==> src/rtl/inc_pipe_pkg.sv <==
// inc_pipe_pkg: shared definitions for the pipelined incrementer.
//   - default WIDTH / CHUNK
//   - NSTAGE derivation (one pipeline stage per CHUNK-bit slice)
//   - stage-register field layout: {partial result, carry, valid}
//   - all-ones saturation constant for the default width
package inc_pipe_pkg;

  localparam int WIDTH_DEF = 16;
  localparam int CHUNK_DEF = 4;

  // Stage register layout, LSB first: valid, carry, then the WIDTH-bit
  // partial result (resolved low slices + untouched high slices).
  localparam int ST_VALID    = 0;
  localparam int ST_CARRY    = 1;
  localparam int ST_DATA_LSB = 2;

  localparam logic [WIDTH_DEF-1:0] SAT_ONES_DEF = {WIDTH_DEF{1'b1}};

  // Number of pipeline stages for a given width / slice size.
  function automatic int nstage(input int width, input int chunk);
    return width / chunk;
  endfunction

  // Total width of one stage register.
  function automatic int stage_w(input int width);
    return width + ST_DATA_LSB;
  endfunction

endpackage

==> src/rtl/half_adder.sv <==
// half_adder: single-bit half adder cell.
//   a, b : addends
//   s    : sum bit
//   c    : carry bit
module half_adder (
  input  logic a,
  input  logic b,
  output logic s,
  output logic c
);

  assign s = a ^ b;
  assign c = a & b;

endmodule

==> src/rtl/inc_stage.sv <==
// inc_stage: combinational CHUNK-bit increment slice, a ripple chain of
// half adders that adds a single carry-in bit to the slice.
//   cin  : carry into the slice LSB
//   a    : slice operand
//   s    : slice result
//   cout : carry out of the slice MSB
module inc_stage
  import inc_pipe_pkg::*;
#(
  parameter int CHUNK = CHUNK_DEF
) (
  input  logic             cin,
  input  logic [CHUNK-1:0] a,
  output logic [CHUNK-1:0] s,
  output logic             cout
);

  logic [CHUNK:0] c_s;

  assign c_s[0] = cin;

  for (genvar i = 0; i < CHUNK; i++) begin : g_ha
    half_adder u_ha (
      .a (a[i]),
      .b (c_s[i]),
      .s (s[i]),
      .c (c_s[i+1])
    );
  end

  assign cout = c_s[CHUNK];

endmodule

==> src/rtl/increment_pipe.sv <==
// increment_pipe: pipelined S = A + inc (mod 2^WIDTH) with carry out Co.
// The carry chain is cut into CHUNK-bit slices, one slice resolved per
// stage, NSTAGE = WIDTH/CHUNK stages, valid/ready on both sides.
//   clk, rst            : clock, synchronous active-high reset
//   in_valid, in_ready  : input handshake (in_ready = out_ready | ~out_valid)
//   A, inc              : operand and 1-bit increment
//   out_valid, out_ready: output handshake
//   S, Co               : registered result and carry out of the MSB
// Build option INC_SATURATE_EN: on overflow S is forced to all ones in the
// final stage register (Co still 1); otherwise S wraps to 0.
module increment_pipe
  import inc_pipe_pkg::*;
#(
  parameter int WIDTH = WIDTH_DEF,
  parameter int CHUNK = CHUNK_DEF
) (
  input  logic             clk,
  input  logic             rst,
  input  logic             in_valid,
  output logic             in_ready,
  input  logic [WIDTH-1:0] A,
  input  logic             inc,
  output logic             out_valid,
  input  logic             out_ready,
  output logic [WIDTH-1:0] S,
  output logic             Co
);

  localparam int NSTAGE = nstage(WIDTH, CHUNK);
  localparam int SW     = stage_w(WIDTH);
`ifdef INC_SATURATE_EN
  localparam logic [WIDTH-1:0] SAT_ONES = {WIDTH{1'b1}};
`endif

  logic [NSTAGE-1:0][SW-1:0] stage_r;
  logic [NSTAGE-1:0][SW-1:0] stage_nxt_s;
  logic                      adv_s;

  // The whole pipe moves together; it only stops when the output is held.
  assign adv_s    = out_ready | ~out_valid;
  assign in_ready = adv_s;

  for (genvar k = 0; k < NSTAGE; k++) begin : g_stage
    logic             src_valid_s;
    logic             src_carry_s;
    logic [WIDTH-1:0] src_data_s;
    logic [WIDTH-1:0] sum_s;
    logic [WIDTH-1:0] data_s;
    logic [CHUNK-1:0] slice_s;
    logic             cout_s;

    if (k == 0) begin : g_first
      assign src_valid_s = in_valid;
      assign src_carry_s = inc;
      assign src_data_s  = A;
    end else begin : g_next
      assign src_valid_s = stage_r[k-1][ST_VALID];
      assign src_carry_s = stage_r[k-1][ST_CARRY];
      assign src_data_s  = stage_r[k-1][SW-1:ST_DATA_LSB];
    end

    inc_stage #(.CHUNK(CHUNK)) u_stage (
      .cin  (src_carry_s),
      .a    (src_data_s[k*CHUNK +: CHUNK]),
      .s    (slice_s),
      .cout (cout_s)
    );

    // Replace only this stage's slice; other bits travel unchanged.
    always_comb begin
      sum_s                    = src_data_s;
      sum_s[k*CHUNK +: CHUNK]  = slice_s;
    end

`ifdef INC_SATURATE_EN
    if (k == NSTAGE - 1) begin : g_sat
      assign data_s = cout_s ? SAT_ONES : sum_s;
    end else begin : g_pass
      assign data_s = sum_s;
    end
`else
    assign data_s = sum_s;
`endif

    assign stage_nxt_s[k] = {data_s, cout_s, src_valid_s};
  end

  // Stage registers: cleared on reset, loaded together on advance, else held.
  always_ff @(posedge clk) begin
    if (rst) begin
      stage_r <= '0;
    end else if (adv_s) begin
      stage_r <= stage_nxt_s;
    end
  end

  assign out_valid = stage_r[NSTAGE-1][ST_VALID];
  assign Co        = stage_r[NSTAGE-1][ST_CARRY];
  assign S         = stage_r[NSTAGE-1][SW-1:ST_DATA_LSB];

endmodule
==> config.mk <==
export PLATFORM = sky130hd
export DESIGN_NAME = increment_pipe
export DESIGN_NICKNAME = d
export VERILOG_FILES = /design/src/rtl/inc_pipe_pkg.sv /design/src/rtl/half_adder.sv /design/src/rtl/inc_stage.sv /design/src/rtl/increment_pipe.sv
export SDC_FILE = /design/constraint.sdc
export NUM_CORES = 1
export LEC_CHECK = 0
export ABC_CLOCK_PERIOD_IN_PS = 3950
export BUFFER_PORTS_ARGS = -buffer_cell sky130_fd_sc_hd__buf_4
export CORE_AREA = 2 2 75 77
export CTS_CLUSTER_DIAMETER = 200
export DETAILED_ROUTE_END_ITERATION = 8
export DIE_AREA = 0 0 77 79
export GPL_ROUTABILITY_DRIVEN = 0
export PLACE_DENSITY = 0.82
export SYNTH_ARGS = -nofsm -noshare
export SYNTH_HDL_FRONTEND = slang
export SYNTH_HIERARCHICAL = 1
export SYNTH_SLANG_ARGS = --single-unit
==> constraint.sdc <==
create_clock -name clk -period 3.95 [get_ports clk]
set_clock_uncertainty 0.05 [all_clocks]
set_input_delay 0.1975 -clock clk [delete_from_list [all_inputs] [get_ports clk]]
set_output_delay 0.1975 -clock clk [all_outputs]
set_load 0.01 [all_outputs]
# Word-level counts from Yosys, hierarchy flattened
# Index checks and enable logic that the tools add are counted.
# Widths: inputs -> output; s select.
# op_classes
addsub	0
n_mul	0
div_mod_pow	0
order_cmp	0
n_eq_ne	0
shifts	0
n_mux	0
n_bitwise	34
n_reduce_logical	0
# op_table
operator	n
$and 1x1->1	16
$xor 1x1->1	16
$not 1->1	1
$or 1x1->1	1
# totals
regBits	72
latchBits	0
ram_bits	0
rom_bits	0
inputBits	21
out_inout_bits	19
word_cells	38
n_memories	0

# Depth between registers and ports, before layout
# depth
word_depth	4
ltp_mapped	6
depth_no_buf	6

# Cells and area by module
# The synthesis kept the hierarchy.
# modules_own_cells
mod	n_inst	cells_each	area_per_inst_um2
increment_pipe	1	276	2959.1
half_adder	16	1	12.5

# Worst setup path before layout
# Ideal clock, no wire load.
# synth_path
path_type	register to register
startpoint	register stage_r, in the netlist g_stage[2].src_data_s[8]
endpoint	register stage_r, in the netlist g_stage[3].data_s[11]
arrival_ps	1187
setup_slack_ps	2591
path_stages_with_launch	7
synth_period_minus_slack_ps	1359
cell_sequence	dfxtp_1 ha_1 ha_1 ha_1 ha_1 nand2b_1 mux2i_1
# synth_between
elab_chain_len	4
# synth_lines
item	line_no	rtl
start, declared	increment_pipe.sv:35	logic [NSTAGE-1:0][SW-1:0] stage_r;
start signal, assigned	increment_pipe.sv:93	stage_r <= stage_nxt_s;
$and 1x1->1	half_adder.sv:13	assign c = a & b;
named net g_stage[2].u_stage.c_s[1]	inc_stage.sv:18	logic [CHUNK:0] c_s;
$and 1x1->1	half_adder.sv:13	
named net g_stage[2].u_stage.c_s[2]	inc_stage.sv:18	
$and 1x1->1	half_adder.sv:13	
named net g_stage[2].u_stage.c_s[3]	inc_stage.sv:18	
$xor 1x1->1	half_adder.sv:12	assign s = a ^ b;
named net g_stage[2].data_s[11]	increment_pipe.sv:48	logic [WIDTH-1:0] data_s;
# The timed path passes the listed nets, and every way through them passes these cells.
# A chain may end at the register's enable or synchronous reset.

# Worst setup path in the final report
# layout_path
startpoint	register stage_r, in the netlist out_valid
endpoint	output in_ready
# layout_between
elab_chain_len	2
# layout_lines
item	line_no	rtl
$not 1->1	increment_pipe.sv:40	assign adv_s = out_ready | ~out_valid;
$or 1x1->1	increment_pipe.sv:40	
end, declared	increment_pipe.sv:20	output logic in_ready,
# No other way between the ends.

==> key figures <==
Run status
  – Status: complete, no violations

Yosys
  – Main area contributors after synthesis: dfxtp_1 (46%), nand2b_1 (14%), mux2i_1 (12%), nand4bb_1 (11%), ha_1 (6.3%)
  – Yosys warns: 6
  – Yosys top cell area share: 0.456
  – Synthesized net count: 329
  – Syn_area_per_cell: 10.8 µm²
  – Sequential area share after synthesis: 0.456
  – Yosys top cell by area: dfxtp_1
  – Yosys cell types: 16
  – Synth Register Bits: 72
  – Gate count of the mapped netlist: 292
  – Netlist Area Pre-Place: 0.00316 mm²

Timing
  – Setup ws final: 1.95 ns
  – Slew HR: 0.453
  – Fin crit share: 0.505
  – Final setup viols: 0
  – Final hold viol count: 0
  – RSZ-0062 raised after global routing: false
  – Fin crit period: 2.00 ns
  – F_max: 501 MHz
  – Max-slew violation count: 0
  – Measured slew at the worst slew-check pin: 0.819 ns
  – Sum Neg Setup Slack: 0 ns

Detailed routing
  – Final antenna-violating net count: 0
  – Detailed-route DRC error count: 0
  – Detailed Route WL: 5.14 mm
  – Via count: 2078
  – WL/cell: 12.9 µm
  – Via density: 5.23
  – Starting DRT DRC Count: 141
  – Initial DRT Pass Iterations: 4

Finish
  – Share of layout cells above drive strength 1: 0.182
  – Ant diodes: 0
  – Area delta synth->final: 16.2%
  – Nets: about 360

Critical path
  – Worst Reg-to-Reg Cells: 3
  – Crit path to: in_ready
  – Largest fanout on the critical path: 29
  – Reg2Reg Setup Slack: 2.17 ns
  – WS Path Type: flip-flop to output pin
  – Reg-to-Reg Start: out_valid$_SDFFE_PP0P_
  – CP endpoint kind: output pin
  – CP arrival: between 1.5 and 2 ns
  – RR Endpoint: g_stage[2].data_s[0]$_SDFFE_PP0P_
  – CP startpoint: out_valid$_SDFFE_PP0P_
  – WP data required: around 3.7 ns
  – Crit start category: flip-flop

Power and ir drop
  – Leak pwr: about 1.4 nW
  – Maximum vdd drop: 0.000260 V
  – Final Power: roughly 1.5 mW
  – Power density cells: around 420 mW/mm²

Die
  – Core area: 0.00534 mm²
  – Site Rows: 27
  – Initial Util: 0.592
  – Die X: 77 µm
  – Chip height: 79 µm
  – I/O pin total: 40
  – Die footprint: 0.00608 mm²

GRT
  – Grt met3 use: 0.0500
  – GR peak layer: met1
  – Total Routing Usage GR: 0.188
  – Vias in the first global route: 1963
  – First-pass GRT wire length: 9.09 mm
  – Largest net degree at the start of global routing: 106
  – Gr ovfl total: 0
  – M1 GR Usage: 0.262
  – Met2 Use GR: 0.261
  – Initial antenna violation count: 0

Clocking
  – Clock Latency Late Sink: 0.35 ns
  – Worst-path clk slew: 0.07 ns
  – CTS resizes: 0
  – Num CTS Buffers: 9
  – CTS tree: done
  – Post-CTS setup buffer count: 0
  – Htree depth: 3
  – CTS root buf: clkbuf_8
  – Clock Sinks: 72
  – Clock Tree Buf Depth: 2
  – Hold buffers post-CTS: 0

Placement
  – PortBufs: 39
  – DP HPWL: 3.15 mm
  – Pre-CTS setup slack: just over 2 ns

Job
  – Max cap viols: 0

Hold path
  – Path type of the worst min-delay path: input pin to flip-flop
  – WHS Path Cells: 3
[state kept, by name, indices dropped and copies added, names as in the netlist]
signal,count
out_valid,1
S,16
Co,1
g_stage.src_data_s,12
g_stage.data_s,36
g_stage.src_carry_s,3
g_stage.src_valid_s,3
[logic make-up after synthesis]
kind of cell | synth area share
compound gates | 0.0539
fa+ha+maj | 0.0634
buf+inv | 0.0459
flops | 0.456
mux | 0.120
simple gates | 0.260
[cell type report]
class	count	area, µm²
clock buffer	10	128
inverter	2	7.51
tap	72	90.1
timing repair buffer	42	315
fill	423	1670
clock inverter	6	108
sequential	72	1440
multi-input combinational	193	1580
[worst min path at each step]
stage,startpoint,end
6_report,A[14],g_stage[1].data_s[14]$_SDFFE_PP0P_
5_1_grt,A[14],g_stage[1].data_s[14]$_SDFFE_PP0P_
4_1_cts,A[14],g_stage[1].data_s[14]$_SDFFE_PP0P_
3_5_place_dp,g_stage[3].src_valid_s$_SDFFE_PP0P_,out_valid$_SDFFE_PP0P_
3_3_place_gp,g_stage[3].src_valid_s$_SDFFE_PP0P_,out_valid$_SDFFE_PP0P_
2_1_floorplan,A[4],g_stage[1].src_data_s[4]$_SDFFE_PP0P_
[placed cells by master, fill, tap and decap left out, drive strengths merged]
cell,netlist,routed
or4bb,3,3
nor2b,1,1
o21ai,33,33
buf,10,42
ha,16,16
clkinvlp,0,1
mux2i,38,38
inv,2,2
dfxtp,72,72
a21oi,1,1
clkinv,0,2
bufinv,0,3
nand2b,71,71
nand4bb,30,30
clkbuf,15,10
[layer usage]
metal | vias up | part of all wire
li1 | 1080 | -
met1 | 937 | 0.50
met2 | 48 | 0.42
met3 | 13 | 0.053
met4 | 0 | 0.025
met5 | - | 0
[power breakdown]
part / switching, mW / internal (mW) / leakage [nW]
clock network: 0.262 / 0.417 / 0.116
logic: 0.0457 / 0.0568 / 0.734
registers: 0.00965 / 0.754 / 0.589
[synth_stat cells]
| cell | n |
|---|---|
| dfxtp_1 | 72 |
| nand2b_1 | 71 |
| mux2i_1 | 38 |
| o21ai_1 | 33 |
| nand4bb_1 | 30 |
| ha_1 | 16 |
| clkbuf_1 | 15 |
| buf_2 | 5 |
| or4bb_1 | 3 |
| buf_4 | 2 |
| buf_8 | 2 |
| a21oi_1 | 1 |
| buf_6 | 1 |
| inv_1 | 1 |
| inv_2 | 1 |
| nor2b_1 | 1 |
[stage by stage]
step | std cells | utilization | instance area, µm² | hold slack, ns
final | 397 | 0.688 | 3670 | 0.0639
after global routing | 397 | 0.688 | 3670 | 0.0700
after CTS | 397 | 0.688 | 3670 | 0.0554
after detailed placement | 381 | 0.643 | 3430 | 0.396
after global placement | 381 | 0.643 | 3430 | 0.385
after floorplan | 292 | - | 3160 | 0.293
[worst max-delay path: stages (launching register included)]
cell and delay, ns:
dfxtp_1 0.33, nor2b_4 0.69, inv_2 0.18, buf_4 0.20
No activity file was read; power rests on OpenSTA's default activity.
